[config.mk]
export PLATFORM = sky130hd
export DESIGN_NAME = rf_wb_sched
export DESIGN_NICKNAME = d
export VERILOG_FILES = /design/src/rtl/rf_wb_sched_pkg.sv /design/src/rtl/rf_wb_sched_rr_arbiter.sv /design/src/rtl/rf_wb_sched.sv
export VERILOG_INCLUDE_DIRS = /design/src /design/src/rtl
export SDC_FILE = /design/constraint.sdc
export NUM_CORES = 1
export LEC_CHECK = 0
export CORE_ASPECT_RATIO = 1.75
export CORE_MARGIN = 5
export CORE_UTILIZATION = 45
export DETAILED_ROUTE_END_ITERATION = 10
export PLACE_DENSITY = 0.85
export SYNTH_ARGS = -nofsm -noshare
export SYNTH_HDL_FRONTEND = slang
export SYNTH_SLANG_ARGS = --single-unit
[constraint.sdc]
create_clock -name clk -period 5.6 [get_ports clk]
set_input_delay 0.56 -clock clk [delete_from_list [all_inputs] [get_ports clk]]
set_output_delay 0.56 -clock clk [all_outputs]
set_load 0.02 [all_outputs]
[src/rtl/xgriscv_defines.v]
// Global xgriscv core widths shared by every core block.
`ifndef XGRISCV_DEFINES_V
`define XGRISCV_DEFINES_V
`define XLEN        32
`define RFIDX_WIDTH 5
`define RFREG_NUM   32
`endif

[src/rtl/rf_wb_sched_pkg.sv]
// ---------------------------------------------------------------------------
// rf_wb_sched_pkg : shared widths and helpers for the writeback scheduler
// Revision 1.0 : initial release
// ---------------------------------------------------------------------------
`default_nettype none
`include "xgriscv_defines.v"

package rf_wb_sched_pkg;

    localparam int XLEN_W  = `XLEN;
    localparam int RFIDX_W = `RFIDX_WIDTH;
    localparam int RFREG_N = `RFREG_NUM;

    // Modulo-n increment for indices that are already in 0..n-1.
    function automatic int wrap_inc(input int idx, input int n);
        return (idx >= n - 1) ? 0 : idx + 1;
    endfunction

endpackage

`default_nettype wire

[src/rtl/rf_wb_sched_rr_arbiter.sv]
// ---------------------------------------------------------------------------
// rr_arbiter : combinational round-robin pick, scanning upward from ptr
// Revision 1.0 : initial release
// ---------------------------------------------------------------------------
`default_nettype none

module rr_arbiter
    import rf_wb_sched_pkg::*;
#(
    parameter int N  = 3,
    parameter int PW = $clog2(N)
) (
    input  logic [N-1:0]  req,
    input  logic [PW-1:0] ptr,
    output logic [N-1:0]  gnt,
    output logic [PW-1:0] gnt_idx
);

    logic found;
    int   idx;

    always_comb begin
        gnt     = '0;
        gnt_idx = '0;
        found   = 1'b0;
        idx     = int'(ptr);
        for (int k = 0; k < N; k++) begin
            if (!found && req[idx]) begin
                found    = 1'b1;
                gnt[idx] = 1'b1;
                gnt_idx  = PW'(idx);
            end
            idx = wrap_inc(idx, N);
        end
    end

endmodule

`default_nettype wire

[src/rtl/rf_wb_sched.sv]
// ---------------------------------------------------------------------------
// rf_wb_sched : round-robin regfile write-port sharing plus busy scoreboard
// Revision 1.0 : initial release
// ---------------------------------------------------------------------------
`default_nettype none

module rf_wb_sched
    import rf_wb_sched_pkg::*;
#(
    parameter int NREQ  = 3,
    parameter int XLEN  = XLEN_W,
    parameter int RFIDX = RFIDX_W
) (
    input  logic                  clk,
    input  logic                  reset,
    input  logic [NREQ-1:0]       req_valid,
    output logic [NREQ-1:0]       req_ready,
    input  logic [NREQ*RFIDX-1:0] req_addr,
    input  logic [NREQ*XLEN-1:0]  req_data,
    output logic                  rf_we,
    output logic [RFIDX-1:0]      rf_wa,
    output logic [XLEN-1:0]       rf_wd,
    input  logic                  sb_set,
    input  logic [RFIDX-1:0]      sb_set_addr,
    input  logic                  flush,
    input  logic [RFIDX-1:0]      chk_rs1,
    input  logic [RFIDX-1:0]      chk_rs2,
    input  logic [RFIDX-1:0]      chk_rd,
    output logic                  rs1_busy,
    output logic                  rs2_busy,
    output logic                  rd_busy
);

    localparam int PW    = $clog2(NREQ);
    localparam int NREGS = 2 ** RFIDX;

    logic [PW-1:0]    ptr_q,  ptr_d;
    logic [NREGS-1:0] busy_q, busy_d;

    logic [NREQ-1:0]  w_gnt;
    logic [PW-1:0]    w_gnt_idx;
    logic             w_grant;
    logic [RFIDX-1:0] w_gnt_addr;
    logic [XLEN-1:0]  w_gnt_data;
    logic             w_sb_dup_set;

    rr_arbiter #(
        .N  (NREQ),
        .PW (PW)
    ) u_arb (
        .req     (req_valid),
        .ptr     (ptr_q),
        .gnt     (w_gnt),
        .gnt_idx (w_gnt_idx)
    );

    // Requests seen during reset are dropped, so the grant is masked here too.
    always_comb begin
        w_grant    = (|w_gnt) & ~reset;
        w_gnt_addr = req_addr[w_gnt_idx*RFIDX +: RFIDX];
        w_gnt_data = req_data[w_gnt_idx*XLEN +: XLEN];
        req_ready  = reset ? '0 : w_gnt;
        rf_we      = w_grant & (w_gnt_addr != '0);
        rf_wa      = w_grant ? w_gnt_addr : '0;
        rf_wd      = w_grant ? w_gnt_data : '0;
    end

    always_comb begin
        ptr_d = ptr_q;
        if (w_grant) begin
            ptr_d = PW'(wrap_inc(int'(w_gnt_idx), NREQ));
        end
    end

    // Set wins over a same-cycle retire: the reservation is the younger one.
    always_comb begin
        busy_d = busy_q;
        if (flush) begin
            busy_d = '0;
        end
        if (w_grant) begin
            busy_d[w_gnt_addr] = 1'b0;
        end
        if (sb_set) begin
            busy_d[sb_set_addr] = 1'b1;
        end
        busy_d[0] = 1'b0;
    end

    always_ff @(posedge clk or posedge reset) begin
        if (reset) begin
            ptr_q  <= '0;
            busy_q <= '0;
        end else begin
            ptr_q  <= ptr_d;
            busy_q <= busy_d;
        end
    end

    always_comb begin
        rs1_busy = busy_q[chk_rs1];
        rs2_busy = busy_q[chk_rs2];
        rd_busy  = busy_q[chk_rd];
    end

    always_comb begin
        w_sb_dup_set = sb_set && (sb_set_addr != '0) && busy_q[sb_set_addr]
                       && !flush && !(w_grant && (w_gnt_addr == sb_set_addr));
    end

    a_no_dup_reserve: assert property (@(posedge clk) disable iff (reset)
        !w_sb_dup_set);

    for (genvar i = 0; i < NREQ; i++) begin : g_req_proto
        a_req_hold: assert property (@(posedge clk) disable iff (reset)
            (req_valid[i] && !req_ready[i]) |=>
            (req_valid[i] && $stable(req_addr[i*RFIDX +: RFIDX])
                          && $stable(req_data[i*XLEN +: XLEN])));
    end

endmodule

`default_nettype wire

==> Word level (Yosys, flattened, before mapping) <==
Cells that the tools add are included.
{ "totals": {"regBits": 33, "in_bits": 138, "output_inout_bits": 44} }
{ "op_classes": {"n_addsub": 3, "mul": 1, "n_lt_le_gt_ge": 16, "n_shift": 2, "muxes": 41, "n_bitwise": 8, "reduce_logical": 11} }
{ "op_table": {"columns": ["op", "n"], "rows": [
  ["2-to-1 mux 32 bit", 6],
  ["indexed part select 96 x 8 -> 32 bit", 1],
  [">= comparator 32 x 1 -> 1 bit (second input constant)", 2],
  ["less-than comparator 32 x 4 -> 1 bit (second input constant)", 2],
  ["adder 32 x 2 -> 32 bit (second input constant)", 1],
  ["AND 32 bit", 1],
  [">= comparator 32 x 3 -> 1 bit (second input constant)", 1],
  ["NOT 32 bit", 1],
  ["OR 32 bit", 1],
  ["less-than comparator 5 x 6 -> 1 bit (second input constant)", 5],
  ["binary-select mux 1 bit (select 5 bit)", 3],
  ["2-to-1 mux 1 bit", 15],
  ["indexed part select 15 x 6 -> 5 bit", 1],
  ["2-to-1 mux 3 bit", 4],
  ["demux 1 bit (select 5 bit)", 2],
  [">= comparator 5 x 1 -> 1 bit (second input constant)", 2],
  ["2-to-1 mux 2 bit", 4],
  ["logical AND 1 bit", 7],
  ["binary-select mux 1 bit (select 2 bit)", 3],
  ["demux 1 bit (select 2 bit)", 3],
  ["OR 3 bit", 2],
  ["multiplier 2 x 3 -> 5 bit (second input constant)", 1],
  ["2-to-1 mux 5 bit", 1],
  ["nonzero test 5 bit", 1],
  ["9 further kinds", 12]
]} }

==> Longest topological paths before layout <==
{ "depth": {"depth_word": 21, "ltp_mapped": 9, "depth_no_buf": 6} }

==> Hierarchy <==
From an unflattened synthesis, not the netlist that was laid out.
{ "unflattened": {"cells_unflattened": 464, "area_unflattened_um2": 3828.7} }
{ "modules_own_cells": {"columns": ["mod", "instances", "cells_each", "area_each_um2", "seq_area_each_um2"], "rows": [
  ["rf_wb_sched", 1, 453, 3754.9, 825.8],
  ["rr_arbiter", 1, 11, 73.8, 0.0]
]} }

==> Least setup slack after synthesis <==
Ideal clock, no wire load.
{ "synth_timing": {"path_kind": "input-to-output", "start": "input port chk_rd[0]", "end": "output port rd_busy", "arrival_time_ps": 2272, "required_time_ps": 5040, "slack_ps": 2768, "path_stages": 4, "n_path_buf": 1, "path_cell_list": "clkbuf_1 mux4_2 mux4_2 mux2_2"} }
{ "synth_between": {"elab_chain_len": 2} }
{ "synth_rtl": {"columns": ["element", "line_no", "rtl"], "rows": [
  ["start, declared", "rf_wb_sched.sv:28", "input logic [RFIDX-1:0] chk_rd,"],
  ["binary-select mux 1 bit (select 5 bit)", "rf_wb_sched.sv:103", "rd_busy = busy_q[chk_rd];"],
  ["2-to-1 mux 1 bit (implied by the code)", "rf_wb_sched.sv:103", null],
  ["end, declared", "rf_wb_sched.sv:31", "output logic rd_busy"]
]} }
No other way between the ends. The select of a mux whose other input is x is not followed.

==> Final worst setup path <==
{ "layout_timing": {"start": "input port req_valid[0]", "end": "output port rf_we"} }
{ "layout_between": {"elab_chain_len": 13, "word_cells_on_any_way": 28, "classes_between": "mul: 1; shift: 1; mux: 16; bitwise: 4; reduce/logical: 6"} }
{ "layout_rtl": {"columns": ["element", "line_no", "rtl"], "rows": [
  ["start, declared", "rf_wb_sched.sv:16", "input logic [NREQ-1:0] req_valid,"],
  ["binary-select mux 1 bit (select 2 bit)", "rf_wb_sched_rr_arbiter.sv:28", "if (!found && req[idx]) begin"],
  ["2-to-1 mux 1 bit (implied by the code)", "rf_wb_sched_rr_arbiter.sv:28", null],
  ["2-to-1 mux 1 bit", "rf_wb_sched_rr_arbiter.sv:28", null],
  ["zero test 1 bit", "rf_wb_sched_rr_arbiter.sv:28", null],
  ["logical AND 1 bit", "rf_wb_sched_rr_arbiter.sv:28", null],
  ["2-to-1 mux 1 bit", "rf_wb_sched_rr_arbiter.sv:28", null],
  ["zero test 1 bit", "rf_wb_sched_rr_arbiter.sv:28", null],
  ["logical AND 1 bit", "rf_wb_sched_rr_arbiter.sv:28", null],
  ["2-to-1 mux 2 bit", "rf_wb_sched_rr_arbiter.sv:28", null],
  ["multiplier 2 x 3 -> 5 bit", "rf_wb_sched.sv:60", "w_gnt_addr = req_addr[w_gnt_idx*RFIDX +: RFIDX];"],
  ["indexed part select 15 x 6 -> 5 bit", "rf_wb_sched.sv:60", null],
  ["nonzero test 5 bit", "rf_wb_sched.sv:63", "rf_we = w_grant & (w_gnt_addr != '0);"],
  ["AND 1 bit *", "rf_wb_sched.sv:63", null],
  ["end, declared", "rf_wb_sched.sv:20", "output logic rf_we,"]
]} }
Every way passes the cells marked *; elsewhere a longest branch is shown, timed or not. The select of a mux whose other input is x is not followed.

==> flow_metrics.env <==
export IMPL_clockBufferDepth=2
export IMPL_max_stage_delay_ns=0.70
export IMPL_synth_warnings=0
export IMPL_cp_arrival_ns=3.79
export IMPL_wirelength_microns=15200
export IMPL_cp_end_kind="output port"
export IMPL_worst_path_max_fanout=40
export IMPL_grt_pass1_vias=4448
export IMPL_swShare=0.380
export IMPL_cts_sinks=33
export IMPL_avgSynthCellArea_sq_um=8.40
export IMPL_outcome="finished clean"
export IMPL_finalPower_mw=1.21
export IMPL_tns_ns=0
export IMPL_area_delta_synth_final_pct=54.5
export IMPL_worstSetupStartpointType="input port"
export IMPL_initial_utilization=0.459
export IMPL_ios=182
export IMPL_clock_latency_ns=0.28
export IMPL_worst_clock_skew_ns=0.00345
export IMPL_crit_required_ns=5.04
export IMPL_ys_ff_latch=33
export IMPL_wl_met3_microns=1660
export IMPL_cellInternalPower_mw=0.751
export IMPL_critPathTopFamily="buffers and inverters"
export IMPL_min_period_ns=4.35
export IMPL_slew_viol_final=0
export IMPL_drt_met1_wl_microns=5300
export IMPL_cts_setup_buffers=0
export IMPL_post_drt_wl_per_cell_microns=22.4
export IMPL_vias_per_cell=6.38
export IMPL_p_per_area_nw_per_um2=218
export IMPL_tightest_slew_ns=1.29
export IMPL_overflow=0
export IMPL_cts_resized_gates=0
export IMPL_io_buffer_count=181
export IMPL_pwr_share_clk=0.244
export IMPL_dp_final_hpwl_microns=12000
export IMPL_dieArea_sq_um=9970
export IMPL_grt_first_pass_wirelength_microns=23900
export IMPL_chipWidth_microns=77.7
export IMPL_synth_area_leaders="dfrtp_1, mux4_2, nand2_1"
export IMPL_max_freq_mhz=230
export IMPL_grt_start_max_net_pins=41
export IMPL_synthArstFlopShare=1.00
export IMPL_num_antenna_cells=0
export IMPL_slew_headroom=0.139
export IMPL_drc=0
export IMPL_grtUsageTotal=0.304
export IMPL_drv_cap=0
export IMPL_p_switching_mw=0.460
export IMPL_combPwrFrac=0.502
export IMPL_antenna_found_initial=0
export IMPL_power_frac_seq=0.254
export IMPL_synth_top_area_cell="dfrtp_1"
export IMPL_die_height_microns=128
export IMPL_synthCells=429
export IMPL_row_count=43
export IMPL_cts_tree="built"
export IMPL_routed_via_count=4318
export IMPL_drt_iter0_markers=507
export IMPL_crit_buf_inv=2
export IMPL_topRoutingLayerUsed="met4"
export IMPL_yosysSeqAreaShare=0.229
export IMPL_ir_worst_vdd_mv=0.162
export IMPL_setup_viol=0
export IMPL_yosys_most_used_dff="dfrtp_1"
export IMPL_p_leak_nw=2.16
export IMPL_clk_pin_slew_ns=0.06
export IMPL_core_area_sq_um=7860
export IMPL_synth_edf_count=0
export IMPL_path_cells="clkdlybuf4s50_1, nand2b_4, o22a_2, nand2_2, a221o_1, nor4_1, a21oi_1, clkdlybuf4s50_1"
export IMPL_worstSetupPathType="in -> out"
export IMPL_rsz0062_at_grt="no"
export IMPL_crit_path_frequent_cell="clkdlybuf4s50_1"
export IMPL_mostFrequentLayoutCell="clkdlybuf4s50_1"
export IMPL_drtPass1Iterations=5
export IMPL_hold_buffers=0
export IMPL_fin_nets=724
export IMPL_hp_class="reg -> reg"
export IMPL_drive_gt1_frac=0.112
export IMPL_gp_congestion=0.910
export IMPL_antenna_left=0
export IMPL_period_share=0.777
export IMPL_synth_top_area_share=0.229
export IMPL_layout_common_cells="clkdlybuf4s50_1, nand2_1, nor2b_1, a21oi_1, dfrtp_1"
export IMPL_cp_slowest_cell="a221o_1"
export IMPL_cts_root_buf="clkbuf_16"
export IMPL_cts_buffers=5
export IMPL_htree_levels=2
export IMPL_syn_nets=567
export IMPL_syn_area_sq_um=3600
export IMPL_ys_types=39
export IMPL_finalHoldViolCount=0
export IMPL_wl_met2_microns=7750
## layer usage
layer,global-route usage,up-vias
met5,0,-
met4,0.112,0
met3,0.0833,33
met2,0.527,302
met1,0.355,2041
li1,-,1942
## path summary, 6_finish.rpt
kind                                       from                    to  slack (ns)  cells past startpoint
max in group asynchronous                 reset  busy_q[15]$_DFF_PP0_        4.40                      3
setup reg to reg           ptr_q[1]$_DFFE_PP0P_  busy_q[16]$_DFF_PP0_        2.73                      7
min in group asynchronous                 reset  ptr_q[1]$_DFFE_PP0P_        0.88                      3
hold reg to reg            ptr_q[0]$_DFFE_PP0P_  ptr_q[0]$_DFFE_PP0P_        0.64                      1
hold / removal             ptr_q[0]$_DFFE_PP0P_  ptr_q[0]$_DFFE_PP0P_        0.64                      1
setup / recovery                   req_valid[0]                 rf_we        1.25                      8
## flip-flops by register name, indices dropped and copies added (netlist names)
register	cells
ptr_q	2
busy_q	31
## cell usage after synthesis (2+ instances only)
cell	n
a21o_1	2
a21oi_1	33
a221o_1	4
a221oi_2	2
a221oi_4	2
a22oi_1	32
and3_1	2
and3b_1	3
buf_1	2
buf_2	7
buf_6	3
clkbuf_1	26
dfrtp_1	33
inv_1	3
mux2_2	6
mux4_2	27
nand2_1	74
nand2_2	3
nand3_1	31
nor2_1	8
nor2b_1	33
nor3_1	3
nor3b_1	9
o21ai_0	27
o21ai_1	9
o22a_2	2
o31ai_1	29
o31ai_2	3
## power by group through the flow
stage	clock network [mW]	registers, mW	logic (mW)
2_1_floorplan	0	0.294	0.356
3_3_place_gp	0	0.306	0.592
3_5_place_dp	0	0.310	0.603
4_1_cts	0.295	0.306	0.605
5_1_grt	0.306	0.312	0.652
6_report	0.295	0.308	0.608
## cell type report
class,instances,area [sq um]
clock inverters,1,5.00
inverters,3,11.3
repair buffers,188,1860
clock buffers,7,153
well taps,90,113
flip-flops and latches,33,826
multi-input cells,355,2600
fillers,619,2290
## worst reg2reg max path: stages (launching register included)
cell and delay, ns:
dfrtp_1 0.49, nand2_2 0.12, nand2_2 0.13, a21o_1 0.33, buf_4 0.29, or4_1 0.90, o31ai_1 0.35, nand3_1 0.12
## stage by stage
| stage | worst slack (ns) | hold slack [ns] | instance area (sq um) | cells | utilization |
|---|---|---|---|---|---|
| after floorplan | 2.77 | 0.579 | 3600 | 429 | - |
| after global placement | 1.36 | 0.616 | 5410 | 669 | 0.689 |
| after detailed placement | 1.32 | 0.638 | 5410 | 669 | 0.689 |
| after CTS | 1.31 | 0.645 | 5570 | 677 | 0.709 |
| after global routing | 1.07 | 0.683 | 5570 | 677 | 0.709 |
| final | 1.25 | 0.637 | 5570 | 677 | 0.709 |
## logic make-up (layout without fill, tap and decap cells)
group,count (synthesis),count (layout),share of synthesized area
and+or+nand+nor,172,172,0.240
AOI/OAI and AO/OA,149,149,0.290
buffers and inverters,41,199,0.0514
muxes,33,33,0.187
DFF,33,33,0.229
xor gates and xnor gates,1,1,0.00243
Note: power is estimated with default switching activity, not from simulation.
